### config.mk
export PLATFORM = sky130hd
export DESIGN_NAME = sram_req_arbiter
export DESIGN_NICKNAME = d
export VERILOG_FILES = /design/src/rtl/sram_req_arbiter_pkg.sv /design/src/rtl/sram_rr_arb.sv /design/src/rtl/sram_req_arbiter.sv
export SDC_FILE = /design/constraint.sdc
export NUM_CORES = 1
export LEC_CHECK = 0
export ABC_AREA = 1
export CORE_ASPECT_RATIO = 0.75
export CORE_MARGIN = 1.5
export CORE_UTILIZATION = 45
export CTS_BUF_LIST = sky130_fd_sc_hd__clkbuf_4
export DETAILED_ROUTE_END_ITERATION = 10
export DONT_BUFFER_PORTS = 1
export PLACE_DENSITY = 0.63
export SLEW_MARGIN = 20
export SYNTH_ARGS = -nofsm -noshare
export SYNTH_HDL_FRONTEND = slang
export SYNTH_HIERARCHICAL = 1
export SYNTH_SLANG_ARGS = --single-unit
### constraint.sdc
create_clock -name clk -period 3.5 [get_ports clk]
set_clock_uncertainty 0.1 [all_clocks]
set_input_delay 0.7 -clock clk [delete_from_list [all_inputs] [get_ports clk]]
set_output_delay 0.7 -clock clk [all_outputs]
set_load 0.005 [all_outputs]
### src/rtl/sram_req_arbiter_pkg.sv
// Shared IDs, FSM encoding, size codes and helpers for the sram request arbiter.
// Optional feature macro used by this slice: ARB_ROUND_ROBIN_EN.
package sram_req_arbiter_pkg;

  localparam logic [3:0] ID_INST = 4'd0;
  localparam logic [3:0] ID_DATA = 4'd1;

  typedef enum logic [1:0] {
    IDLE     = 2'd0,
    RD_ISSUE = 2'd1,
    WR_ISSUE = 2'd2
  } state_e;

  localparam logic [1:0] SIZE_BYTE = 2'd0;
  localparam logic [1:0] SIZE_HALF = 2'd1;
  localparam logic [1:0] SIZE_WORD = 2'd2;

  // Arbitration pointer: which master wins when both are eligible.
  localparam logic PTR_INST = 1'b0;
  localparam logic PTR_DATA = 1'b1;

  // sram-like size codes map onto the AXI size field with a zero MSB.
  function automatic logic [2:0] axi_size(input logic [1:0] size);
    return {1'b0, size};
  endfunction

endpackage

### src/rtl/sram_rr_arb.sv
// Two-requester grant logic (inst vs data) with a priority pointer.
// ARB_ROUND_ROBIN_EN defined: pointer flips after each grant; undefined: data always wins.
module sram_rr_arb
  import sram_req_arbiter_pkg::*;
(
  input  logic clk,
  input  logic resetn,
  input  logic en,
  input  logic req_inst,
  input  logic req_data,
  output logic grant_inst,
  output logic grant_data
);

  logic ptr_reg;
  logic ptr_next;

  always_comb begin
    grant_data = en & req_data & ((ptr_reg == PTR_DATA) | ~req_inst);
    grant_inst = en & req_inst & ((ptr_reg == PTR_INST) | ~req_data);
`ifdef ARB_ROUND_ROBIN_EN
    ptr_next = ptr_reg;
    if (grant_data) begin
      ptr_next = PTR_INST;
    end else if (grant_inst) begin
      ptr_next = PTR_DATA;
    end
`else
    // Fixed priority is the pointer pinned at data.
    ptr_next = PTR_DATA;
`endif
  end

  always_ff @(posedge clk or negedge resetn) begin
    if (!resetn) begin
      ptr_reg <= PTR_DATA;
    end else begin
      ptr_reg <= ptr_next;
    end
  end

endmodule

### src/rtl/sram_req_arbiter.sv
// Front end of the sram2axi bridge: arbitrates inst/data sram-like requests onto
// the read/write issue channels and returns data_ok/rdata per master. Macro: ARB_ROUND_ROBIN_EN.
module sram_req_arbiter
  import sram_req_arbiter_pkg::*;
#(
  parameter int MAX_OUT = 2,
  parameter int CNT_W   = 3
) (
  input  logic        clk,
  input  logic        resetn,
  input  logic        inst_sram_req,
  input  logic        inst_sram_wr,
  input  logic [1:0]  inst_sram_size,
  input  logic [31:0] inst_sram_addr,
  output logic        inst_sram_addr_ok,
  output logic        inst_sram_data_ok,
  output logic [31:0] inst_sram_rdata,
  input  logic        data_sram_req,
  input  logic        data_sram_wr,
  input  logic [1:0]  data_sram_size,
  input  logic [3:0]  data_sram_wstrb,
  input  logic [31:0] data_sram_addr,
  input  logic [31:0] data_sram_wdata,
  output logic        data_sram_addr_ok,
  output logic        data_sram_data_ok,
  output logic [31:0] data_sram_rdata,
  output logic        rd_req,
  input  logic        rd_ready,
  output logic [3:0]  rd_id,
  output logic [31:0] rd_addr,
  output logic [2:0]  rd_size,
  input  logic        rd_resp_valid,
  input  logic [3:0]  rd_resp_id,
  input  logic [31:0] rd_resp_data,
  output logic        wr_req,
  input  logic        wr_ready,
  output logic [31:0] wr_addr,
  output logic [2:0]  wr_size,
  output logic [3:0]  wr_wstrb,
  output logic [31:0] wr_wdata,
  input  logic        wr_resp_valid
);

  localparam logic [CNT_W-1:0] MAX_CNT = CNT_W'(MAX_OUT);
  localparam logic [CNT_W-1:0] CNT_ONE = CNT_W'(1);

  state_e state_reg, state_next;

  logic [CNT_W-1:0] inst_cnt_reg, inst_cnt_next;
  logic [CNT_W-1:0] data_cnt_reg, data_cnt_next;
  logic             data_op_wr_reg;

  logic [3:0]  iss_id_reg;
  logic [31:0] iss_addr_reg;
  logic [2:0]  iss_size_reg;
  logic [3:0]  iss_wstrb_reg;
  logic [31:0] iss_wdata_reg;

  logic        inst_data_ok_reg;
  logic [31:0] inst_rdata_reg;
  logic        data_data_ok_reg;
  logic [31:0] data_rdata_reg;

  logic inst_elig, data_elig;
  logic grant_inst, grant_data;
  logic inst_resp_hit, data_rd_hit, data_wr_hit, data_resp_hit;

  // Data may only mix reads and writes once everything in flight has drained.
  assign inst_elig = inst_sram_req & ~inst_sram_wr & (inst_cnt_reg < MAX_CNT);
  assign data_elig = data_sram_req & (data_cnt_reg < MAX_CNT) &
                     ((data_cnt_reg == '0) | (data_op_wr_reg == data_sram_wr));

  sram_rr_arb u_arb (
    .clk        (clk),
    .resetn     (resetn),
    .en         (state_reg == IDLE),
    .req_inst   (inst_elig),
    .req_data   (data_elig),
    .grant_inst (grant_inst),
    .grant_data (grant_data)
  );

  assign inst_sram_addr_ok = grant_inst;
  assign data_sram_addr_ok = grant_data;

  // Responses with nothing outstanding (e.g. in flight across a reset) are dropped.
  assign inst_resp_hit = rd_resp_valid & (rd_resp_id == ID_INST) & (inst_cnt_reg != '0);
  assign data_rd_hit   = rd_resp_valid & (rd_resp_id == ID_DATA) & (data_cnt_reg != '0) & ~data_op_wr_reg;
  assign data_wr_hit   = wr_resp_valid & (data_cnt_reg != '0) & data_op_wr_reg;
  assign data_resp_hit = data_rd_hit | data_wr_hit;

  always_comb begin
    inst_cnt_next = inst_cnt_reg;
    case ({grant_inst, inst_resp_hit})
      2'b10:   inst_cnt_next = inst_cnt_reg + CNT_ONE;
      2'b01:   inst_cnt_next = inst_cnt_reg - CNT_ONE;
      default: inst_cnt_next = inst_cnt_reg;
    endcase
    data_cnt_next = data_cnt_reg;
    case ({grant_data, data_resp_hit})
      2'b10:   data_cnt_next = data_cnt_reg + CNT_ONE;
      2'b01:   data_cnt_next = data_cnt_reg - CNT_ONE;
      default: data_cnt_next = data_cnt_reg;
    endcase
  end

  always_comb begin
    state_next = state_reg;
    case (state_reg)
      IDLE: begin
        if (grant_inst) begin
          state_next = RD_ISSUE;
        end else if (grant_data) begin
          state_next = data_sram_wr ? WR_ISSUE : RD_ISSUE;
        end
      end
      RD_ISSUE: if (rd_ready) state_next = IDLE;
      WR_ISSUE: if (wr_ready) state_next = IDLE;
      default:  state_next = IDLE;
    endcase
  end

  always_ff @(posedge clk or negedge resetn) begin
    if (!resetn) begin
      state_reg      <= IDLE;
      inst_cnt_reg   <= '0;
      data_cnt_reg   <= '0;
      data_op_wr_reg <= 1'b0;
    end else begin
      state_reg    <= state_next;
      inst_cnt_reg <= inst_cnt_next;
      data_cnt_reg <= data_cnt_next;
      if (grant_data) begin
        data_op_wr_reg <= data_sram_wr;
      end
    end
  end

  // Issue registers are shared by both channels; only the active one requests.
  always_ff @(posedge clk or negedge resetn) begin
    if (!resetn) begin
      iss_id_reg    <= '0;
      iss_addr_reg  <= '0;
      iss_size_reg  <= '0;
      iss_wstrb_reg <= '0;
      iss_wdata_reg <= '0;
    end else if (grant_inst) begin
      iss_id_reg    <= ID_INST;
      iss_addr_reg  <= inst_sram_addr;
      iss_size_reg  <= axi_size(inst_sram_size);
      iss_wstrb_reg <= '0;
      iss_wdata_reg <= '0;
    end else if (grant_data) begin
      iss_id_reg    <= ID_DATA;
      iss_addr_reg  <= data_sram_addr;
      iss_size_reg  <= axi_size(data_sram_size);
      iss_wstrb_reg <= data_sram_wr ? data_sram_wstrb : 4'b0000;
      iss_wdata_reg <= data_sram_wr ? data_sram_wdata : 32'h0;
    end
  end

  assign rd_req   = (state_reg == RD_ISSUE);
  assign rd_id    = iss_id_reg;
  assign rd_addr  = iss_addr_reg;
  assign rd_size  = iss_size_reg;
  assign wr_req   = (state_reg == WR_ISSUE);
  assign wr_addr  = iss_addr_reg;
  assign wr_size  = iss_size_reg;
  assign wr_wstrb = iss_wstrb_reg;
  assign wr_wdata = iss_wdata_reg;

  always_ff @(posedge clk or negedge resetn) begin
    if (!resetn) begin
      inst_data_ok_reg <= 1'b0;
      inst_rdata_reg   <= '0;
      data_data_ok_reg <= 1'b0;
      data_rdata_reg   <= '0;
    end else begin
      inst_data_ok_reg <= inst_resp_hit;
      data_data_ok_reg <= data_resp_hit;
      if (inst_resp_hit) begin
        inst_rdata_reg <= rd_resp_data;
      end
      // A write completion reports zero read data.
      if (data_rd_hit) begin
        data_rdata_reg <= rd_resp_data;
      end else if (data_wr_hit) begin
        data_rdata_reg <= 32'h0;
      end
    end
  end

  assign inst_sram_data_ok = inst_data_ok_reg;
  assign inst_sram_rdata   = inst_rdata_reg;
  assign data_sram_data_ok = data_data_ok_reg;
  assign data_sram_rdata   = data_rdata_reg;

endmodule
==> results of run 1 <==
[metal layers]
metal  track usage  share of wire
met1         0.274           0.42
met2         0.325           0.47
met3        0.0752          0.092
met4        0.0869          0.017
met5             0              0
[cell type report]
class | count | area (µm²) | area share
repair buffers | 14 | 105 | 0.0158
diodes | 2 | 5.00 | 0.000752
multi-input cells | 490 | 2280 | 0.343
well taps | 200 | 250 | 0.0376
clock inverters | 15 | 146 | 0.0220
inverters | 21 | 82.6 | 0.0124
clock buffers | 17 | 128 | 0.0192
flip-flops and latches | 146 | 3650 | 0.549
[cell families (layout without fill, tap and decap cells)]
kind of cell	count (synthesis)	in the layout	share of synthesized area
other	1	7	0.000570
xor gates and xnor gates	5	5	0.00665
adders and majority gates	4	4	0.00988
and+or+nand+nor	434	434	0.287
AOI/OAI and AO/OA	42	42	0.0397
buffers and inverters	111	67	0.101
DFF	146	146	0.555
[metrics by stage]
step / util / setup WS (ns)
4_1_cts: 0.463 / 0.631
2_1_floorplan: - / 0.765
5_1_grt: 0.463 / 0.551
3_5_place_dp: 0.444 / 0.863
6_report: 0.463 / 0.731
3_3_place_gp: 0.444 / 0.918
[power groups by stage]
stage | Combinational [W] | Clock (W) | Sequential (W)
after floorplan | 0.00135 | 0 | 0.00268
after global placement | 0.00118 | 0 | 0.00290
after detailed placement | 0.00125 | 0 | 0.00291
after CTS | 0.00125 | 0.00109 | 0.00288
after global routing | 0.00144 | 0.00115 | 0.00295
final | 0.00125 | 0.00104 | 0.00288
[worst max-delay path by stage]
stage,startpoint,end,slack [ns],cells after the start
finish,data_op_wr_reg,inst_sram_addr_ok,0.73,5
detailed placement,data_sram_wr,data_cnt_reg[2],0.86,13
global route,data_op_wr_reg,inst_sram_addr_ok,0.55,5
CTS,data_op_wr_reg,inst_sram_addr_ok,0.63,5
global placement,data_sram_wr,data_cnt_reg[2],0.92,13
floorplan,data_sram_wr,data_cnt_reg[2],0.76,13
[cell usage in the layout (no fill, tap or decap), types with 3 or more instances in the layout]
master and n:
inv_1 17, nand3_1 108, dfrtp_1 146, nand3_2 4, clkbuf_4 17, nor2_1 39, xnor2_1 3, a31oi_1 34
nand2_1 243, buf_4 14, conb_1 5, nor2_2 3, nand4_1 32, inv_6 6, o21ai_0 3, clkinvlp_4 4
[timing repair]
action	CTS	global route
hold endpoints to repair	146	146
gates resized for setup	0	0
buffers inserted	0	0
==> metrics.md, run 1 <==
| Metric | Value |
|---|---|
| Finished Cell Area | between 0.006 and 0.007 mm² |
| R2r setup slk | 1.08 ns |
| Logic pwr share | 0.241 |
| Cell family with most CP delay | flip-flops |
| CTS buffer count | 17 |
| Largest cells by area after synthesis | dfrtp_1 55%, nand2_1 14%, nand3_1 8.2%, buf_4 5.4%, a31oi_1 3.2% |
| RSZ-0062 raised after global routing | no |
| Maximum fanout along the worst path | 36 |
| Failing checks | negative hold slack |
| First-pass DRT Iterations | 5 |
| Cells after Synth | 743 |
| CP required | between 2 and 3 ns |
| Yosys top cell by area | dfrtp_1 |
| Most common cell in the synthesized netlist | nand2_1 |
| Nets | 844 |
| HP Class | input port to async pin |
| Placed insts | just under 900 |
| Status | complete, but fails checks |
| Crit-path max cell delay | roughly 0.46 ns |
| Largest net degree at the start of global routing | 147 |
| Endpoint class of the critical path | output pin |
| Total wire length | ~16 mm |
| Worst path slowest cell | dfrtp_1 |
| Yosys warnings | 6 |
| DP HPWL | roughly 11 mm |
| Clock power frac | 0.202 |
| Fraction of layout cells with a size suffix above 1 | 0.0882 |
| Async SR Flop Fraction | 1.00 |
| Initial antenna violation count | 2 |
| Clk sinks | 146 |
| Synth unique cells | 30 |
| Post-route ant nets | 0 |
| Via count | roughly 5000 |
| # DRC | 0 |
| Worst R2R End | data_cnt_reg[2] |
| PwrDens | 776 mW/mm² |
| Vias in the first global route | approximately 4700 |
| Worst Setup Path Type | flop to output pin |
| Clk buf depth | 2 |
| Vias/cell | approximately 5.5 |
| Die Area | 0.0154 mm² |
| P_int | roughly 0.0031 W |
| Leakage power | 3.35 nW |
| Fillers | approximately 1400 |
| Most common library cells after synthesis | 243 x nand2_1, 146 x dfrtp_1, 108 x nand3_1, 47 x buf_4, 40 x nor2_1 |
| R2r startpoint | data_cnt_reg[0] |
| Port Buf Inserts | 0 |
| IO Pins | 330 |
| Initial Utilization | 0.459 |
| Psw | slightly above 0.002 W |
| Clock latency on the worst-skew pair | roughly 0.54 ns |
| WL/cell | 18.2 µm |
| Synth Cell Area | between 0.006 and 0.007 mm² |
| Fin cells | between 900 and 1000 |
| FF-to-FF path depth | 11 |
| Count of final setup violators | 0 |
| Synth Register Bits | ~150 |
| Mean Syn Cell Area | about 8.9 µm² |
| Worst Tran Pin Value | just over 0.6 ns |
| Maxcap violations | 0 |
| Post-synth EDFFs | 0 |
| Seq/Total Area, Yosys | 0.555 |
| Sw frac | 0.400 |
| Relative slew slack | 0.590 |
| CP Cell Sequence | xnor2_1 -> o21bai_1 -> inv_1 -> nor2_2 -> buf_4 |
| Pins Over Slew Limit | 0 |
| First-pass GRT wire length | roughly 25 mm |
| Area fraction of the dominant cell type after synthesis | 0.555 |
| Final hold vios | approximately 150 |
| P&R area growth vs syn | 1.06% |
| All-layer global routing usage | 0.212 |
| Critical path buffers and inverters | 2 |
| Width of the chip | 143 µm |
| CTS root buf | clkbuf_4 |
| Htree depth | 4 |
| Top achievable clock speed | around 360 MHz |
| CTS tree | built |
| Core Region | ~0.014 mm² |
| Die H | ~110 µm |
| Most used DFF post-synth | dfrtp_1 |
| Seq pwr share | 0.557 |
| Total power | between 0.005 and 0.006 W |
| Clock-pin slew on the worst setup and hold paths | between 0.1 and 0.15 ns |
| Arrival @ worst endpoint | 1.97 ns |
| Starting DRT DRC Count | 439 |
| Overflow after GRT | 0 |
| Rows | 38 |
| VDD IR max | about 0.35 mV |
| CP Launch Type | flop |
| RePlAce Congestion | a little under 0.9 |
| Hold_ws | -0.278 ns |
| Min cycle time layout | 2.77 ns |
| Dpl cell area | 0.00637 mm² |
| Total Negative Setup Slacks | 0 ns |
| Final period util | 0.791 |
Power figures use the tool's default switching activity.
==> run 2: changes to the inputs <==
==> constraint.sdc (replaced) <==
create_clock -name clk -period 2.61 [get_ports clk]
set_clock_uncertainty 0.1 [all_clocks]
set_input_delay 0.522 -clock clk [delete_from_list [all_inputs] [get_ports clk]]
set_output_delay 0.522 -clock clk [all_outputs]
set_load 0.005 [all_outputs]
==> run 2 against run 1 <==
Net effect:
- the run still ends with negative hold slack left
- die area unchanged
- final area up 21%
- final cell count up 15%
- routed wire length up 18%
- combinational power up 54%
- largest power group unchanged
==> metrics.md, run 2 (same netlist as run 1, synthesis figures left out) <==
| Metric | Value |
|---|---|
| Pins Over Slew Limit | 0 (unchanged) |
| Failing checks | negative hold slack |
| CP required | 1.99 ns (-0.71 ns) |
| PwrDens | 913 mW/mm² (+18%) |
| Setup WS post-layout | 0.158 ns (-0.573 ns) |
| Htree depth | 4 (unchanged) |
| Top achievable clock speed | between 400 and 500 MHz |
| Maxcap violations | 0 (unchanged) |
| Setup Buffers After CTS | 0 (unchanged) |
| Fraction of layout cells with a size suffix above 1 | 0.0707 (-0.0175) |
| Clock-pin slew on the worst setup and hold paths | 0.13 ns (about the same) |
| First-pass GRT wire length | 28.0 mm (+11%) |
| Fillers | 1229 (-13%) |
| Width of the chip | 143 µm (unchanged) |
| Clock latency on the worst-skew pair | 0.53 ns (about the same) |
| Final hold vios | 146 (unchanged) |
| Worst Setup Path Type | flop to output pin |
| Largest net degree at the start of global routing | 147 (unchanged) |
| Maximum fanout along the worst path | 37 (+2.8%) |
| Final period util | 0.940 |
| R2r startpoint | data_cnt_reg[2] |
| DP HPWL | 11.6 mm (+1.3%) |
| Port Buf Inserts | 0 (unchanged) |
| VDD IR max | 0.433 mV (+24%) |
| WL/cell | 18.7 µm (+3.1%) |
| Worst Setup EP | inst_sram_addr_ok |
| Initial Utilization | 0.459 (unchanged) |
| Rows | 38 (unchanged) |
| Overflow after GRT | 0 (unchanged) |
| Pre-CTS setup slack | 0.257 ns (-0.606 ns) |
| CTS tree | built |
| Arrival @ worst endpoint | 1.83 ns (-0.14 ns) |
| Post-route ant nets | 0 (unchanged) |
| Count of final setup violators | 0 (unchanged) |
| Commonest non-fill, non-tap cell in the layout | nand2_1 |
| Clk buf depth | 2 (unchanged) |
| RSZ-0062 raised after global routing | no |
| Status | complete, but fails checks |
| Initial antenna violation count | 1 (-1) |
| Leakage power | 3.92 nW (+17%) |
| Dpl cell area | 0.00638 mm² (about the same) |
| HP Class | input port to async pin |
| Die H | 108 µm (unchanged) |
| Relative slew slack | 0.617 (+0.0274) |
| Core Region | 0.0144 mm² (unchanged) |
| Die Area | 0.0154 mm² (unchanged) |
| Finished Cell Area | 0.00803 mm² (+21%) |
| RePlAce Congestion | 0.862 (-2.8%) |
| Most frequent cells in the layout | 243 x nand2_1, 146 x dfrtp_1, 132 x dlygate4sd3_1, 108 x nand3_1, 39 x nor2_1 |
| Starting DRT DRC Count | 472 (+7.5%) |
| Via count | 5760 (+16%) |
| Min cycle time layout | between 2 and 2.5 ns |
| IO Pins | 330 (unchanged) |
| All-layer global routing usage | 0.235 (+0.0222) |
| Worst R2R End | inst_cnt_reg[2] |
| First-pass DRT Iterations | 6 (+1) |
| R2r setup slk | 0.23 ns (-0.85 ns) |
| Hold_ws | -0.440 ns (-0.162 ns) |
| Vias in the first global route | 5386 (+15%) |
| Total Negative Setup Slacks | 0 ns (unchanged) |
| P&R area growth vs syn | 21.9% |
| Endpoint class of the critical path | output pin |
| Nets | 975 (+16%) |
| Worst setup path start | data_op_wr_reg |
| FF-to-FF path depth | 12 (+1) |
| Vias/cell | 5.54 (+1.0%) |
| # DRC | 0 (unchanged) |
| Worst Tran Pin Value | 0.574 ns (-0.0411 ns) |
| Total wire length | 19.5 mm (+18%) |
| Clk sinks | 146 (unchanged) |
| CTS buffer count | 17 (unchanged) |
| CP Launch Type | flop |
| CTS root buf | clkbuf_4 |
[run 2: routing by layer]
| metal | GRT usage | routed length (µm) | vias up |
|---|---|---|---|
| li1 | - | - | 2557 |
| met1 | 0.276 | 7400 | 2774 |
| met2 | 0.383 | 9420 | 353 |
| met3 | 0.0965 | 1850 | 76 |
| met4 | 0.0906 | 784 | 0 |
| met5 | 0 | 0 | - |
[run 2: how the worst min path moves through the flow]
stage / from / to / slack [ns] / depth (start not counted)
floorplan: resetn / data_cnt_reg[0] / 0.13 / 0
global placement: resetn / data_sram_rdata[10] / 0.13 / 0
detailed placement: resetn / data_sram_rdata[9] / 0.13 / 0
CTS: resetn / data_sram_rdata[9] / -0.49 / 0
global route: resetn / data_sram_rdata[9] / -0.53 / 0
finish: resetn / data_sram_rdata[9] / -0.44 / 0
[run 2: area by class of cell]
class | instances | area [µm²] | area share
Clock buffer | 18 | 135 | 0.0168
Multi-Input combinational cell | 490 | 2280 | 0.284
Timing Repair Buffer | 145 | 1450 | 0.180
Tap cell | 200 | 250 | 0.0312
Inverter | 21 | 82.6 | 0.0103
Antenna cell | 5 | 12.5 | 0.00156
Sequential cell | 146 | 3650 | 0.455
Clock inverter | 14 | 161 | 0.0201
[run 2: per-stage QoR]
step / instances / total power, W / hold WS, ns / util
finish: 1039 / 0.00733 / -0.440 / 0.559
floorplan: 747 / 0.00541 / 0.126 / -
global placement: 870 / 0.00549 / 0.129 / 0.444
global route: 1039 / 0.00782 / -0.534 / 0.559
detailed placement: 870 / 0.00561 / 0.128 / 0.444
CTS: 999 / 0.00723 / -0.488 / 0.533
[run 2: worst max-delay path: stages, from the launching register on]
cell      delay, ns
dfrtp_1        0.46
xnor2_1        0.15
o21bai_1       0.13
inv_1          0.08
nor2_2         0.23
buf_12         0.23
[run 2: where the power goes]
part	switching (W)	internal (W)	total, W
Sequential	0.000849	0.00304	0.00389
Combinational	0.00117	0.000763	0.00193
Clock	0.000832	0.000670	0.00150
[run 2: repair_timing]
item	CTS	global route
hold endpoints to repair	262	172
hold buffers	97	35
gates resized for setup	0	4
endpoints found under the setup margin	0	2
==> run 3: changes to the inputs <==
--- a/config.mk
+++ b/config.mk
@@ -12,7 +12,7 @@
 export CTS_BUF_LIST = sky130_fd_sc_hd__clkbuf_4
 export DETAILED_ROUTE_END_ITERATION = 10
 export DONT_BUFFER_PORTS = 1
-export PLACE_DENSITY = 0.63
+export PLACE_DENSITY = 0.69
 export SLEW_MARGIN = 20
 export SYNTH_ARGS = -nofsm -noshare
 export SYNTH_HDL_FRONTEND = slang
==> run 3 against run 2 <==
Net effect:
- the run still ends with negative hold slack left
- sequential power is essentially flat
- clock power shrank 11%
- global-route usage grew 0.28 points
- non-clock buffer count grew 2
- largest cell class unchanged
- largest power group unchanged
==> metrics.md, run 3 (same netlist as run 1, synthesis figures left out) <==
| Metric | Value |
|---|---|
| Status | complete, but fails checks |
| Failing checks | negative hold slack |
| IO Pins | 330 (unchanged) |
| Overflow after GRT | 0 (unchanged) |
| Busiest grt layer | met2 |
| P&R area growth vs syn | 21.7% |
| Htree depth | 4 (unchanged) |
| HP Class | input port to async pin |
| Clk sinks | 146 (unchanged) |
| DP HPWL | 11.6 mm (+0.28%) |
| RSZ-0062 raised after global routing | yes |
| Final period util | 0.930 (-0.00972) |
| Grt met3 use | 0.106 (+0.00934) |
| Commonest non-fill, non-tap cell in the layout | nand2_1 |
| CP Launch Type | flop |
| Cell family with most CP delay | flip-flops |
| Worst Tran Pin Value | 0.731 ns (+0.157 ns) |
| Final hold vios | 146 (unchanged) |
| Rows | 38 (unchanged) |
| Pins Over Slew Limit | 0 (unchanged) |
| Count of final setup violators | 0 (unchanged) |
| CTS buffer count | 17 (unchanged) |
| Die Area | 0.0154 mm² (unchanged) |
| Vias in the first global route | 5505 (+2.2%) |
| Crit-path max cell delay | 0.46 ns (about the same) |
| WL/cell | 18.0 µm (-3.7%) |
| Most frequent cells in the layout | 243 x nand2_1, 146 x dfrtp_1, 133 x dlygate4sd3_1, 108 x nand3_1, 39 x nor2_1 |
| RePlAce Congestion | 0.827 (-4.1%) |
| Total wire length | 18.7 mm (-3.8%) |
| Top achievable clock speed | 412 MHz (+1.0%) |
| Port Buf Inserts | 0 (unchanged) |
| Endpoint class of the critical path | output pin |
| Width of the chip | 143 µm (unchanged) |
| Maxcap violations | 0 (unchanged) |
| Total power | 0.00716 W (-2.3%) |
| Clock-pin slew on the worst setup and hold paths | 0.13 ns (about the same) |
| Finished Cell Area | 0.00801 mm² (-0.19%) |
| CTS root buf | clkbuf_4 |
| Via count | 5783 (+0.40%) |
| Relative slew slack | 0.513 (-0.104) |
| CP required | 1.99 ns (about the same) |
| Dpl cell area | 0.00639 mm² (+0.12%) |
| First-pass DRT Iterations | 6 (unchanged) |
| Setup Buffers After CTS | 0 (unchanged) |
| Post-route ant nets | 0 (unchanged) |
| Fraction of layout cells with a size suffix above 1 | 0.0730 (+0.00222) |
| PwrDens | 893 mW/mm² (-2.1%) |
| Maximum fanout along the worst path | 37 (unchanged) |
| Clock latency on the worst-skew pair | 0.52 ns (about the same) |
| Initial Utilization | 0.459 (unchanged) |
| Core Region | 0.0144 mm² (unchanged) |
| Starting DRT DRC Count | 393 (-17%) |
| # DRC | 0 (unchanged) |
| Leakage power | 3.92 nW (about the same) |
| Hold_ws | -0.423 ns (+0.0170 ns) |
| Clk buf depth | 2 (unchanged) |
| All-layer global routing usage | 0.237 (+0.00283) |
| Grt met2 use | 0.377 (-0.00589) |
| Vias/cell | 5.58 (+0.59%) |
| Critical path buffers and inverters | 2 (unchanged) |
| Largest net degree at the start of global routing | 147 (unchanged) |
| Register area | 0.00365 mm² (unchanged) |
| Arrival @ worst endpoint | 1.80 ns (-0.03 ns) |
| Multi-input gate area | 0.00228 mm² (unchanged) |
| Initial antenna violation count | 1 (unchanged) |
| Fillers | 1207 (-1.8%) |
| Met1 Use GR | 0.277 (+0.000862) |
| Die H | 108 µm (unchanged) |
| Worst path slowest cell | dfrtp_1 |
| Min cycle time layout | 2.43 ns (-0.0254 ns) |
| VDD IR max | 0.422 mV (-2.5%) |
| Nets | 977 (+0.21%) |
| CP Cell Sequence | xnor2_1 -> o21bai_1 -> inv_1 -> nor2_2 -> buf_12 |
| CTS tree | built |
| Worst Setup Path Type | flop to output pin |
| First-pass GRT wire length | 28.2 mm (+0.64%) |
-- run 3: cell count changes in the layout (fill, tap and decap cells not counted), sizes merged --
cell and delta:
bufinv -2, buf +1, dlygate4sd3 +1, inv +3, clkinv -1, diode -4
-- run 3: report_power, final --
group | internal, W | switching, W
logic | 0.000778 | 0.00115
registers | 0.00304 | 0.000851
clock network | 0.000497 | 0.000841
-- run 3: cell type report --
cell class | count | area share
Antenna cell | 1 | 0.000312
Clock buffer | 18 | 0.0169
Clock inverter | 14 | 0.0162
Inverter | 21 | 0.0103
Multi-Input combinational cell | 490 | 0.285
Sequential cell | 146 | 0.456
Tap cell | 200 | 0.0312
Timing Repair Buffer | 147 | 0.184
-- run 3: stage by stage --
step / utilization / instances / TNS [ns] / setup slack [ns]
global route: 0.558 / 1037 / -0.0355 / -0.0355
finish: 0.558 / 1037 / 0 / 0.183
floorplan: - / 747 / 0 / 0.0527
detailed placement: 0.445 / 871 / 0 / 0.299
CTS: 0.541 / 1014 / 0 / 0.0561
global placement: 0.445 / 871 / 0 / 0.375
-- run 3: final timing paths --
check | cells after the start | from | slack, ns | endpoint
max | 5 | data_op_wr_reg | 0.18 | inst_sram_addr_ok
min | 0 | resetn | -0.42 | wr_wdata[23]
max reg2reg | 12 | data_op_wr_reg | 0.29 | data_cnt_reg[2]
min reg2reg | 1 | state_reg[0] | 0.39 | state_reg[1]
max in group asynchronous | 0 | resetn | 2.52 | rd_addr[12]
min in group clk | 2 | inst_sram_addr[21] | 0.07 | rd_addr[21]
-- run 3: worst register-to-register path: stages (launching register included) --
cell	delay, ns
dfrtp_1	0.46
xnor2_1	0.15
o21bai_1	0.13
inv_1	0.08
nand2_1	0.06
inv_1	0.07
inv_1	0.08
ha_1	0.15
inv_1	0.07
fa_1	0.37
or2_2	0.30
nand2_1	0.08
xor2_1	0.15
-- run 3: per-layer routing --
metal	vias to the layer above	wire length, µm
met4	0	611
met3	59	2210
li1	2566	-
met2	386	8920
met1	2772	6970
met5	-	0
-- run 3: timing repair --
action	in CTS	in global routing
resized for setup	1	6
endpoints found under the setup margin	1	2
hold endpoints to repair	265	163
hold buffers	111	22
